===== config.mk =====
export PLATFORM = sky130hd
export DESIGN_NAME = piano_voice_allocator
export DESIGN_NICKNAME = d
export VERILOG_FILES = /design/src/rtl/piano_pkg.sv /design/src/rtl/key_debouncer.sv /design/src/rtl/piano_voice_allocator.sv
export SDC_FILE = /design/constraint.sdc
export NUM_CORES = 1
export LEC_CHECK = 0
export CAP_MARGIN = 25
export CORE_MARGIN = 2
export CORE_UTILIZATION = 60
export CTS_CLUSTER_DIAMETER = 150
export DETAILED_ROUTE_END_ITERATION = 10
export PLACE_DENSITY_LB_ADDON = 0.3
export SYNTH_ARGS = -nofsm -noshare
export SYNTH_HDL_FRONTEND = slang
export SYNTH_SLANG_ARGS = --single-unit

===== constraint.sdc =====
create_clock -name clk -period 4.7 [get_ports clk]
set_clock_uncertainty 0.05 [all_clocks]
set_input_delay 0.94 -clock clk [delete_from_list [all_inputs] [get_ports clk]]
set_output_delay 0.94 -clock clk [all_outputs]
set_load 0.02 [all_outputs]

===== src/rtl/piano_pkg.sv =====
// Shared sizing and event encodings for the piano voice path.
package piano_pkg;

  localparam int NUM_KEYS   = 16;
  localparam int KEY_W      = $clog2(NUM_KEYS);
  localparam int NUM_VOICES = 4;
  localparam int VOICE_W    = $clog2(NUM_VOICES);

  // Event kind carried on evt_on
  localparam logic EVT_OFF = 1'b0;
  localparam logic EVT_ON  = 1'b1;

  // Action decided for the key under the scan pointer
  typedef enum logic [1:0] {
    ACT_IDLE = 2'd0,
    ACT_ON   = 2'd1,
    ACT_OFF  = 2'd2
  } scan_act_e;

endpackage


===== src/rtl/key_debouncer.sv =====
// Two-flop synchroniser plus tick-based two-sample debounce for a key bus.
module key_debouncer
  import piano_pkg::*;
#(
  parameter int WIDTH           = NUM_KEYS,
  parameter int DEBOUNCE_CYCLES = 1_000_000
) (
  input  logic             clk,
  input  logic             reset,
  input  logic [WIDTH-1:0] keys,
  output logic [WIDTH-1:0] key_deb
);

  localparam int CNT_W = $clog2(DEBOUNCE_CYCLES);

  logic [WIDTH-1:0] sync_p0;
  logic [WIDTH-1:0] sync_p1;
  logic [WIDTH-1:0] prev_p2;
  logic [WIDTH-1:0] stable;
  logic [CNT_W-1:0] tick_cnt;
  logic             tick;

  // The tick fires in the cycle the counter wraps back to zero
  assign tick   = (tick_cnt == CNT_W'(DEBOUNCE_CYCLES - 1));
  assign stable = ~(sync_p1 ^ prev_p2);

  // Stage p0/p1: metastability synchroniser on the raw key levels
  always_ff @(posedge clk) begin
    sync_p0 <= keys;
    sync_p1 <= sync_p0;
  end

  // Free-running sample-interval counter
  always_ff @(posedge clk) begin
    if (reset) begin
      tick_cnt <= '0;
    end else if (tick) begin
      tick_cnt <= '0;
    end else begin
      tick_cnt <= tick_cnt + CNT_W'(1);
    end
  end

  // Stage p2: accept a sample only when it matches the previous tick's sample
  always_ff @(posedge clk) begin
    if (reset) begin
      prev_p2 <= '0;
      key_deb <= '0;
    end else if (tick) begin
      prev_p2 <= sync_p1;
      key_deb <= (stable & sync_p1) | (~stable & key_deb);
    end
  end

endmodule


===== src/rtl/piano_voice_allocator.sv =====
// Round-robin key scanner that assigns debounced key presses to tone
// generators, stealing the oldest allocation when every voice is busy.
module piano_voice_allocator
  import piano_pkg::*;
#(
  parameter int NUM_KEYS        = piano_pkg::NUM_KEYS,
  parameter int NUM_VOICES      = piano_pkg::NUM_VOICES,
  parameter int DEBOUNCE_CYCLES = 1_000_000,
  localparam int KEY_W          = $clog2(NUM_KEYS),
  localparam int VOICE_W        = $clog2(NUM_VOICES)
) (
  input  logic                        clk,
  input  logic                        reset,
  input  logic [NUM_KEYS-1:0]         keys,
  output logic [NUM_VOICES-1:0]       voice_gate,
  output logic [NUM_VOICES*KEY_W-1:0] voice_key,
  output logic                        evt_valid,
  output logic                        evt_on,
  output logic [VOICE_W-1:0]          evt_voice,
  output logic [KEY_W-1:0]            evt_key,
  output logic [NUM_KEYS-1:0]         key_deb
);

  logic [KEY_W-1:0]    idx;
  logic [NUM_KEYS-1:0] served;
  logic [KEY_W-1:0]    vkey [NUM_VOICES];
  logic [VOICE_W-1:0]  rank [NUM_VOICES];

  scan_act_e           act;
  logic                free_found;
  logic [VOICE_W-1:0]  free_v;
  logic [VOICE_W-1:0]  steal_v;
  logic [VOICE_W-1:0]  alloc_v;
  logic                hold_found;
  logic [VOICE_W-1:0]  hold_v;

  key_debouncer #(
    .WIDTH           (NUM_KEYS),
    .DEBOUNCE_CYCLES (DEBOUNCE_CYCLES)
  ) u_debouncer (
    .clk     (clk),
    .reset   (reset),
    .keys    (keys),
    .key_deb (key_deb)
  );

  // Flatten the per-voice key registers onto the output bus
  always_comb begin
    voice_key = '0;
    for (int v = 0; v < NUM_VOICES; v++) begin
      voice_key[v*KEY_W +: KEY_W] = vkey[v];
    end
  end

  // Decide the action for the scanned key and which voice it touches
  always_comb begin
    free_found = 1'b0;
    free_v     = '0;
    steal_v    = '0;
    hold_found = 1'b0;
    hold_v     = '0;
    // Descending walk so the lowest idle voice wins
    for (int v = NUM_VOICES - 1; v >= 0; v--) begin
      if (!voice_gate[v]) begin
        free_found = 1'b1;
        free_v     = VOICE_W'(v);
      end
    end
    for (int v = 0; v < NUM_VOICES; v++) begin
      if (rank[v] == VOICE_W'(NUM_VOICES - 1)) begin
        steal_v = VOICE_W'(v);
      end
      if (voice_gate[v] && (vkey[v] == idx)) begin
        hold_found = 1'b1;
        hold_v     = VOICE_W'(v);
      end
    end
    alloc_v = free_found ? free_v : steal_v;
    if (key_deb[idx] && !served[idx]) begin
      act = ACT_ON;
    end else if (!key_deb[idx] && served[idx]) begin
      act = ACT_OFF;
    end else begin
      act = ACT_IDLE;
    end
  end

  // Allocator state machine: scan pointer, served flags, voices, ranks, events
  always_ff @(posedge clk) begin
    if (reset) begin
      idx        <= '0;
      served     <= '0;
      voice_gate <= '0;
      evt_valid  <= 1'b0;
      evt_on     <= EVT_OFF;
      evt_voice  <= '0;
      evt_key    <= '0;
      for (int v = 0; v < NUM_VOICES; v++) begin
        vkey[v] <= '0;
        rank[v] <= VOICE_W'(v);
      end
    end else begin
      idx       <= idx + KEY_W'(1);
      evt_valid <= 1'b0;
      evt_on    <= EVT_OFF;
      evt_voice <= '0;
      evt_key   <= '0;
      case (act)
        ACT_ON: begin
          served[idx]         <= 1'b1;
          voice_gate[alloc_v] <= 1'b1;
          vkey[alloc_v]       <= idx;
          // Newly allocated voice becomes youngest; younger ones age by one
          for (int v = 0; v < NUM_VOICES; v++) begin
            if (VOICE_W'(v) == alloc_v) begin
              rank[v] <= '0;
            end else if (rank[v] < rank[alloc_v]) begin
              rank[v] <= rank[v] + VOICE_W'(1);
            end
          end
          evt_valid <= 1'b1;
          evt_on    <= EVT_ON;
          evt_voice <= alloc_v;
          evt_key   <= idx;
        end
        ACT_OFF: begin
          served[idx] <= 1'b0;
          // A stolen key has no voice left, so its release is silent
          if (hold_found) begin
            voice_gate[hold_v] <= 1'b0;
            evt_valid          <= 1'b1;
            evt_on             <= EVT_OFF;
            evt_voice          <= hold_v;
            evt_key            <= idx;
          end
        end
        default: ;
      endcase
    end
  end

endmodule

==> qor.yml <==
finish:
  drive_gt1_share_pct: 8.72
  instances_no_fill: 798
  antennaDiodeCount: 0
  fin_nets: 680
  syn2layout_area_growth_pct: 21.6
sta:
  tns_ns: 0
  hold_violations: 0
  rsz0062_at_grt: "false"
  fmax_mhz: 275
  finalCritPeriodShare_pct: 77.5
  finalMaxSlewViolations: 0
  worst_pin_slew_ns: 0.754
  setup_viol: 0
  fin_crit_ns: 3.64
  max-slew-margin-rel_pct: 49.7
setup_path:
  worstPathArrival_ns: 3.83
  required_ns: 4.89
  reg2reg_slack_ns: 1.06
  critPathLaunchType: "register"
  endpoint_kind: "register"
  timing.setup.critical_path_class: "reg2reg"
  r2r_end: "rank[2][1]$_SDFFCE_PN1P_"
  r2r_start: "idx[0]$_SDFF_PP0_"
  reg2regPathDepth: 10
  crit_fanout: 9
global_routing:
  gr-total-overflow: 0
  antenna_found_initial: 0
  grt_max_degree: 66
  grt_first_pass_wirelength_mm: 22.8
  track_usage_pct: 28.0
  grt_pass1_vias: 4647
flow_run:
  drv_cap: 0
placement:
  dpl.hpwl_mm: 9.17
  port_buffers: 61
  routabilityCongestion: 0.935
  dp.cells: 765
power:
  leakage_nw: 2.72
  power_density_nw_per_um2: 372
  ir_worst_vdd_mv: 0.269
  fin_total_pwr_w: 0.00267
routing:
  viasPerCell: 5.93
  routed_wl_mm: 13.9
  wire_per_inst_um: 17.4
  ant_nets: 0
  num_vias: 4736
  dr.pass1.iters: 5
  drc: 0
  first_iter_violations: 239
synth:
  synth_seq_cells: 140
  synth_flop_cell: "dfxtp_1"
  synth.avg_cell_area_um2: 9.81
  syn-instance-count: 601
  synth_nets: 629
  synth_edf_count: 24
  ys_warn_count: 0
  yosysSeqAreaShare_pct: 51.6
  synthTopCellsByArea: "dfxtp_1 (39%), edfxtp_1 (12%), a21oi_1 (4.7%), nand2_1 (4.2%), mux4_2 (3.8%)"
  synth_top_area_share_pct: 39.4
  yosysUniqueCellTypes: 58
  synth_area_um2: 5900
  synthArstFlopShare_pct: 0
  yosysTopAreaCell: "dfxtp_1"
clocking:
  h-tree-depth: 4
  postCtsHoldBufs: 0
  postCtsSetupBuffers: 0
  clk_latency_ns: 0.53
  clock_sinks: 140
  clkSlewWorstSetupHoldPaths_ns: 0.06
  cts_tree: "yes"
  post_cts_resized: 0
  numCtsBuffers: 17
  clockBufferDepth: 2
  cts_root_buf: "clkbuf_8"
worst_hold_path:
  holdPathStages: 0
  min_to: "u_debouncer.sync_p1[12]$_DFF_P_"
  hold_start: "u_debouncer.sync_p0[12]$_DFF_P_"
  worstHoldPathType: "reg2reg"
die:
  die_x_um: 103
  num_rows: 36
  coreArea_um2: 9640
  initial_core_util_pct: 61.2
  die-area_um2: 10600
  die_h_um: 103
  ioPinCount: 62
outcome:
  status: "completed"
[placed cells by master, fill, tap and decap left out, types with 3 or more instances in the layout]
master | Yosys | final
and3_1 | 8 | 8
clkdlybuf4s50_1 | 0 | 60
xnor2_1 | 13 | 13
inv_6 | 0 | 4
nand4_1 | 6 | 6
edfxtp_1 | 24 | 24
ha_1 | 10 | 10
nor4_1 | 3 | 3
o21ai_0 | 24 | 24
o31ai_1 | 3 | 3
buf_4 | 1 | 7
a21o_1 | 20 | 20
or2_2 | 3 | 3
a311oi_1 | 16 | 16
nor2_1 | 46 | 46
xor2_1 | 23 | 23
mux4_2 | 10 | 10
a211oi_1 | 7 | 7
nand2b_1 | 4 | 4
a21oi_1 | 55 | 55
o211ai_1 | 3 | 3
and2_1 | 11 | 11
a22oi_1 | 4 | 4
inv_1 | 22 | 22
nor3_1 | 6 | 6
nand3_1 | 18 | 18
o21ai_1 | 4 | 4
clkinvlp_4 | 0 | 3
clkbuf_16 | 0 | 16
nand2_1 | 66 | 66
nor2b_1 | 9 | 9
dfxtp_1 | 116 | 116
[logic make-up (layout without fill, tap and decap cells)]
group / after synthesis / after routing / share of synthesized area (%)
simple gates: 192 / 192 / 16.0
flops: 140 / 140 / 51.6
buf+inv: 59 / 123 / 4.14
compound gates: 152 / 152 / 16.7
xor+xnor: 36 / 36 / 5.35
mux: 12 / 12 / 4.16
fa+ha+maj: 10 / 10 / 2.12
[critical path: stages (launching register included)]
cell and delay, ns:
dfxtp_1 0.55, mux4_2 0.58, mux4_2 0.51, inv_1 0.08, ha_1 0.27, inv_1 0.10, nor2_1 0.44, buf_4 0.25
a21boi_0 0.20, o211ai_1 0.17, nand2b_1 0.14
[how the worst max path moves through the flow]
stage                                     endpoint         startpoint  depth (start not counted)  slack [ns]
after floorplan           rank[1][0]$_SDFFCE_PN1P_  idx[0]$_SDFF_PP0_                         11        1.47
after global placement    rank[2][0]$_SDFFCE_PN0P_  idx[0]$_SDFF_PP0_                         10        1.36
after detailed placement                  register  idx[0]$_SDFF_PP0_                          7        1.13
after CTS                 rank[2][1]$_SDFFCE_PN1P_  idx[0]$_SDFF_PP0_                         10        1.12
after global routing      rank[2][0]$_SDFFCE_PN0P_  idx[0]$_SDFF_PP0_                         10        0.81
final                     rank[2][1]$_SDFFCE_PN1P_  idx[0]$_SDFF_PP0_                         10        1.06
[per-stage QoR]
step | hold slack [ns] | instance area (um^2) | setup slack [ns] | util [%]
4_1_cts | 0.277 | 7140 | 1.12 | 74.1
3_3_place_gp | 0.260 | 6570 | 1.36 | 68.1
2_1_floorplan | 0.260 | 5900 | 1.47 | -
5_1_grt | 0.289 | 7170 | 0.805 | 74.4
6_report | 0.277 | 7170 | 1.06 | 74.4
3_5_place_dp | 0.262 | 6570 | 1.13 | 68.1
[where the power goes]
part           switching [W]  total (W)  internal (W)  leakage, nW
Sequential         0.0000225    0.00127       0.00124         1.18
Combinational      0.0000576   0.000108     0.0000501         1.26
Clock               0.000530    0.00129      0.000765        0.275
[area by class of cell]
class / count / area (um^2)
inverter: 22 / 82.6
fill: 665 / 2470
multi-input combinational: 402 / 2620
sequential: 140 / 3040
timing repair buffer: 69 / 686
clock inverter: 14 / 158
clock buffer: 18 / 418
tap: 133 / 166
[routing by layer]
layer	part of all wire (%)	GRT usage (%)	wire, um	up-vias
met5	0	0	0	-
li1	-	-	-	2226
met2	49	45.9	6820	221
met4	1.8	11.1	246	0
met3	7.6	6.37	1060	27
met1	42	36.0	5770	2262
[cells in the mapped netlist (2+ instances only)]
cell and n:
buf_2 15, o211ai_1 3, buf_1 3, o21ai_1 4, a311oi_1 16, and2_1 11, o31ai_1 3, nand4_1 6
nand3_1 18, nand2b_1 4, a211oi_1 7, nand2_1 66, nor4b_1 2, nor4_1 3, edfxtp_1 24, mux4_2 10
or2_2 3, nor2b_1 9, and3_1 8, a2bb2oi_1 2, nor3_1 6, inv_1 22, xnor2_1 13, xor2_1 23
a21o_1 20, dfxtp_1 116, mux2i_1 2, clkbuf_1 18, nor2_1 46, a22oi_1 4, ha_1 10, a21oi_1 55
o21ai_0 24
Note: power is estimated with default switching activity, not from simulation.
